### src/rtl/tpu_host_seq.sv
// Host-side sequencer for a 16-element TPU: loads A/W operand bytes, pulses start,
// waits for compute, then streams the 16 result bytes out. Define TPU_SEQ_TIMEOUT_EN for a busy timeout.
module tpu_host_seq #(
  parameter int DATA_W = 8
) (
  input  logic              clk,
  input  logic              rst,
  input  logic              go,
  input  logic              in_valid,
  input  logic [DATA_W-1:0] in_data,
  output logic              in_ready,
  output logic [DATA_W-1:0] data_in,
  output logic [3:0]        wr_addr,
  output logic [3:0]        rd_addr,
  output logic [1:0]        mem_acc,
  output logic              dv_a,
  output logic              dv_w,
  output logic              start,
  input  logic              busy,
  input  logic [DATA_W-1:0] data_out,
  output logic              out_valid,
  output logic [DATA_W-1:0] out_data,
  output logic [3:0]        out_idx,
  input  logic              out_ready,
  output logic              done,
  output logic              err
);

  localparam logic [1:0] ACC_NONE = 2'b00;
  localparam logic [1:0] ACC_A    = 2'b01;
  localparam logic [1:0] ACC_W    = 2'b10;
  localparam logic [1:0] ACC_RD   = 2'b11;
  localparam logic [3:0] IDX_LAST = 4'd15;

  typedef enum logic [2:0] {
    IDLE, LOAD_A, LOAD_W, START, WAIT, RD_REQ, RD_CAP, OUT
  } state_t;

  state_t      state, state_nxt;
  logic [3:0]  idx, idx_nxt;
  logic        accept;
  logic        rd_req;
  logic        done_set;
  logic        wait_first_p1;
  logic [1:0]  wr_acc_p1;

`ifdef TPU_SEQ_TIMEOUT_EN
  localparam logic [7:0] TIMEOUT_LAST = 8'd254;
  logic [7:0] tcnt;
  logic       err_set;
  logic       err_clr;
  logic       err_r;
`endif

  assign accept  = in_ready & in_valid;
  assign mem_acc = rd_req ? ACC_RD : wr_acc_p1;
  assign rd_addr = rd_req ? idx : 4'd0;

  always_ff @(posedge clk) begin
    if (rst) begin
      state <= IDLE;
      idx   <= 4'd0;
    end else begin
      state <= state_nxt;
      idx   <= idx_nxt;
    end
  end

  always_comb begin
    state_nxt = state;
    idx_nxt   = idx;
    in_ready  = 1'b0;
    start     = 1'b0;
    rd_req    = 1'b0;
    done_set  = 1'b0;
`ifdef TPU_SEQ_TIMEOUT_EN
    err_set   = 1'b0;
    err_clr   = 1'b0;
`endif
    case (state)
      IDLE: begin
        if (go) begin
          state_nxt = LOAD_A;
          idx_nxt   = 4'd0;
`ifdef TPU_SEQ_TIMEOUT_EN
          err_clr   = 1'b1;
`endif
        end
      end
      LOAD_A: begin
        in_ready = 1'b1;
        if (in_valid) begin
          idx_nxt = idx + 4'd1;
          if (idx == IDX_LAST) state_nxt = LOAD_W;
        end
      end
      LOAD_W: begin
        in_ready = 1'b1;
        if (in_valid) begin
          idx_nxt = idx + 4'd1;
          if (idx == IDX_LAST) state_nxt = START;
        end
      end
      START: begin
        start     = 1'b1;
        state_nxt = WAIT;
      end
      WAIT: begin
        // busy may lag start by a cycle, so the first WAIT cycle never exits
        if (!wait_first_p1) begin
          if (!busy) begin
            state_nxt = RD_REQ;
            idx_nxt   = 4'd0;
          end
`ifdef TPU_SEQ_TIMEOUT_EN
          else if (tcnt == TIMEOUT_LAST) begin
            state_nxt = IDLE;
            idx_nxt   = 4'd0;
            err_set   = 1'b1;
          end
`endif
        end
      end
      RD_REQ: begin
        rd_req    = 1'b1;
        state_nxt = RD_CAP;
      end
      RD_CAP: begin
        state_nxt = OUT;
      end
      OUT: begin
        if (out_ready) begin
          if (idx == IDX_LAST) begin
            idx_nxt   = 4'd0;
            done_set  = 1'b1;
            state_nxt = IDLE;
          end else begin
            idx_nxt   = idx + 4'd1;
            state_nxt = RD_REQ;
          end
        end
      end
      default: state_nxt = IDLE;
    endcase
  end

  // Stage p1: registered TPU write port and result holding registers
  always_ff @(posedge clk) begin
    if (rst) begin
      dv_a          <= 1'b0;
      dv_w          <= 1'b0;
      wr_acc_p1     <= ACC_NONE;
      data_in       <= '0;
      wr_addr       <= 4'd0;
      wait_first_p1 <= 1'b0;
      done          <= 1'b0;
      out_valid     <= 1'b0;
      out_data      <= '0;
      out_idx       <= 4'd0;
    end else begin
      dv_a          <= accept && (state == LOAD_A);
      dv_w          <= accept && (state == LOAD_W);
      wait_first_p1 <= (state == START);
      done          <= done_set;
      if (accept) begin
        data_in   <= in_data;
        wr_addr   <= idx;
        wr_acc_p1 <= (state == LOAD_A) ? ACC_A : ACC_W;
      end else begin
        wr_acc_p1 <= ACC_NONE;
      end
      if (state == RD_CAP) begin
        out_valid <= 1'b1;
        out_data  <= data_out;
        out_idx   <= idx;
      end else if ((state == OUT) && out_ready) begin
        out_valid <= 1'b0;
      end
    end
  end

`ifdef TPU_SEQ_TIMEOUT_EN
  always_ff @(posedge clk) begin
    if (rst) begin
      tcnt  <= 8'd0;
      err_r <= 1'b0;
    end else begin
      tcnt <= (state == WAIT) ? tcnt + 8'd1 : 8'd0;
      if (err_clr)      err_r <= 1'b0;
      else if (err_set) err_r <= 1'b1;
    end
  end

  assign err = err_r;
`else
  assign err = 1'b0;
`endif

endmodule

### config.mk
export PLATFORM = sky130hd
export DESIGN_NAME = tpu_host_seq
export DESIGN_NICKNAME = d
export VERILOG_FILES = /design/src/rtl/tpu_host_seq.sv
export SDC_FILE = /design/constraint.sdc
export NUM_CORES = 1
export LEC_CHECK = 0
export BUFFER_PORTS_ARGS = -buffer_cell sky130_fd_sc_hd__buf_4
export CAP_MARGIN = 20
export CORE_MARGIN = 5
export CORE_UTILIZATION = 40
export DETAILED_ROUTE_END_ITERATION = 8
export PLACE_DENSITY = 0.65
export SYNTH_ARGS = -nofsm -noshare
export SYNTH_HDL_FRONTEND = slang
export SYNTH_SLANG_ARGS = --single-unit
### constraint.sdc
create_clock -name clk -period 2 [get_ports clk]
set_clock_uncertainty 0.1 [all_clocks]
set_input_delay 0.4 -clock clk [delete_from_list [all_inputs] [get_ports clk]]
set_output_delay 0.4 -clock clk [all_outputs]
set_load 0.03 [all_outputs]
==> run metrics <==
Final period util about 94%; vias in the first global route around 1.5k; die extent in y roughly 74 um; synthesized cell area 0.00165 mm^2; Largest stage delay, worst path approximately 0.46 ns; Residual DRC 0; final-layout fill cell count between 400 and 500; DR pass1 iterations 4; CTS max path bufs 2; Overall Global Routing Usage roughly 15%; CP startpoint kind register; Syn Area/Cell roughly 8.4 um^2; delay-heaviest family, CP simple AND/OR/NAND/NOR gates; TNS Setup 0 ns; row cnt 23; DR vias/cell approximately 5; Unique masters post-synth 39; worst path required time about 1.5 ns; Num CTS Buffers 5; post-synthesis sequential area ratio a little under half; count of final max-slew check failures 0; Final min period roughly 1.9 ns; P&R area growth vs syn 34.6%; CP Cell Sequence nand2_1 -> nor2_4 -> and2_1 -> buf_4; WHS around 0.26 ns; CP Buf/Inv Count 1; Worst Setup End Kind output port; most frequent cells in the layout buf_4, nand2_1, dfxtp_1; Pwr per Cell Area 869 mW/mm^2; Routability Congestion a little over 0.8; Max-cap violations 0; Slowest-stage cell, CP dfxtp_2; GR Overflow Total 0; initial DRC count 96; Initial Util between 40% and 50%; largest net degree at the start of global routing 39; CTS Sinks 38; # H-tree levels 2; Mapped Nets 220; Max VDD drop roughly 0.00036 V; count of hold-fix buffers inserted at cts 0; drt wl/cell about 13 um; vias about 1.5k; reg-to-reg setup timing slack ~0.30 ns; status complete, no violations; Synth area leader dfxtp_1; WS Path Type reg2out; WL final between 4000 and 5000 um; Worst Max-Slew Pin Slew about 0.7 ns; initial antenna violation count 0; crit-path max FO 10; IO buf count 57; clock root cell clkbuf_8; share of layout cells above drive strength 1 34.4%; Ports just under 60; DP Wirelength around 2900 um; commonest non-fill, non-tap cell in the layout buf_4; first-pass GRT wire length roughly 6600 um; die area 0.00552 mm^2; Gate Count Post-Synth 197; top post-synthesis cells by area dfxtp_1, nand2_1, a21oi_1; Design Area, Final 0.00222 mm^2; # setup viols final 0; Peak Freq ~530 MHz; Synthesis Warnings 0; final hold vios 0; Post-DP Area 0.00213 mm^2; Diodes inserted 0; Synth top area share between 40% and 50%; Worst EP arrival roughly 1.4 ns; Nets 279; Die Wd 74.3 um; Clk Latency, worst-skew pair around 0.28 ns; core area roughly 0.004 mm^2; Pleak 0.000904 uW; CTS tree built; worst min-delay path class in2reg; antenna viol nets, final 0; Reg clk slew, reported paths about 0.070 ns; Slew headroom between 50% and 60%; number of synthesized register bits 38
-- cell type report --
cell class	count	area (um^2)	area share, %
Timing Repair Buffer	67	503	22.6
Tap cell	50	62.6	2.81
Clock inverter	2	10.0	0.450
Inverter	1	3.75	0.169
Multi-Input combinational cell	143	810	36.4
Sequential cell	38	767	34.5
Clock buffer	5	68.8	3.09
-- per-stage QoR --
| stage | instances | utilization (%) | setup slack (ns) | power (uW) |
|---|---|---|---|---|
| 2_1_floorplan | 197 | - | 0.299 | 1280 |
| 3_3_place_gp | 299 | 53.3 | 0.175 | 1460 |
| 3_5_place_dp | 299 | 53.3 | 0.0835 | 1460 |
| 4_1_cts | 306 | 55.4 | 0.0398 | 1960 |
| 5_1_grt | 306 | 55.6 | -0.0130 | 2050 |
| 6_report | 306 | 55.6 | 0.116 | 1930 |
-- layer usage --
layer,track usage [%],wire length (um)
met1,18.8,1670
met2,25.7,1950
met3,5.27,354
met4,4.15,39
met5,0,0
-- worst register-to-register path, cell delays in order, from the launching register on --
cell	delay (ns)
dfxtp_2	0.47
and4_1	0.23
a211oi_1	0.05
buf_4	0.15
or4b_1	0.46
o2111a_1	0.15
-- final timing paths --
path | start | cells past startpoint | end
setup reg to reg | state[1]$_SDFFE_PP0P_ | 5 | idx[2]$_SDFFE_PP0P_
setup / recovery | state[0]$_SDFFE_PP0P_ | 4 | rd_addr[3]
hold reg to reg | out_data[3]$_SDFFE_PP0P_ | 2 | out_data[3]$_SDFFE_PP0P_
hold / removal | data_out[5] | 3 | out_data[5]$_SDFFE_PP0P_
-- state kept, by name, summed over array words and instances (netlist names), 2 cells and up --
name and cells:
out_idx 4, wr_acc_p1 2, out_data 8, idx 4
state 3, data_in 8, wr_addr 4
-- report_power, final --
group / switching [uW] / internal [uW]
registers: 59.3 / 811
logic: 336 / 243
clock network: 249 / 234
-- synthesized netlist by cell type (all sizes together) --
cell      n
o31a      1
dfxtp    38
clkbuf    8
o22ai     1
nor4      1
o21ai     4
nor3      2
and2      4
o32ai     1
and2b     1
and3      2
nor2     10
buf       7
conb      1
xnor2     1
or3       1
o2111a    1
a31oi     1
a21oi    26
nand2b    3
nor4b     5
or4b      1
and4bb    1
nor3b     2
a211oi    4
a2111oi   1
nand2    56
ha        1
o21bai    1
nand3     5
and4      1
inv       1
nand4     1
or2       3
-- what timing repair did --
action | 4_1_cts | 5_1_grt
gates cloned | 0 | 0
resized for setup | 3 | 3
setup endpoints to repair | 6 | 6
buffers inserted | 0 | 0
-- logic make-up after synthesis --
logic type | share of synthesized area, %
AOI/OAI and AO/OA | 16.0
xor gates and xnor gates | 1.67
adders and majority gates | 0.757
buffers and inverters | 5.45
DFF | 46.0
other | 0.227
and+or+nand+nor | 29.9
No activity file was read; power rests on OpenSTA's default activity.
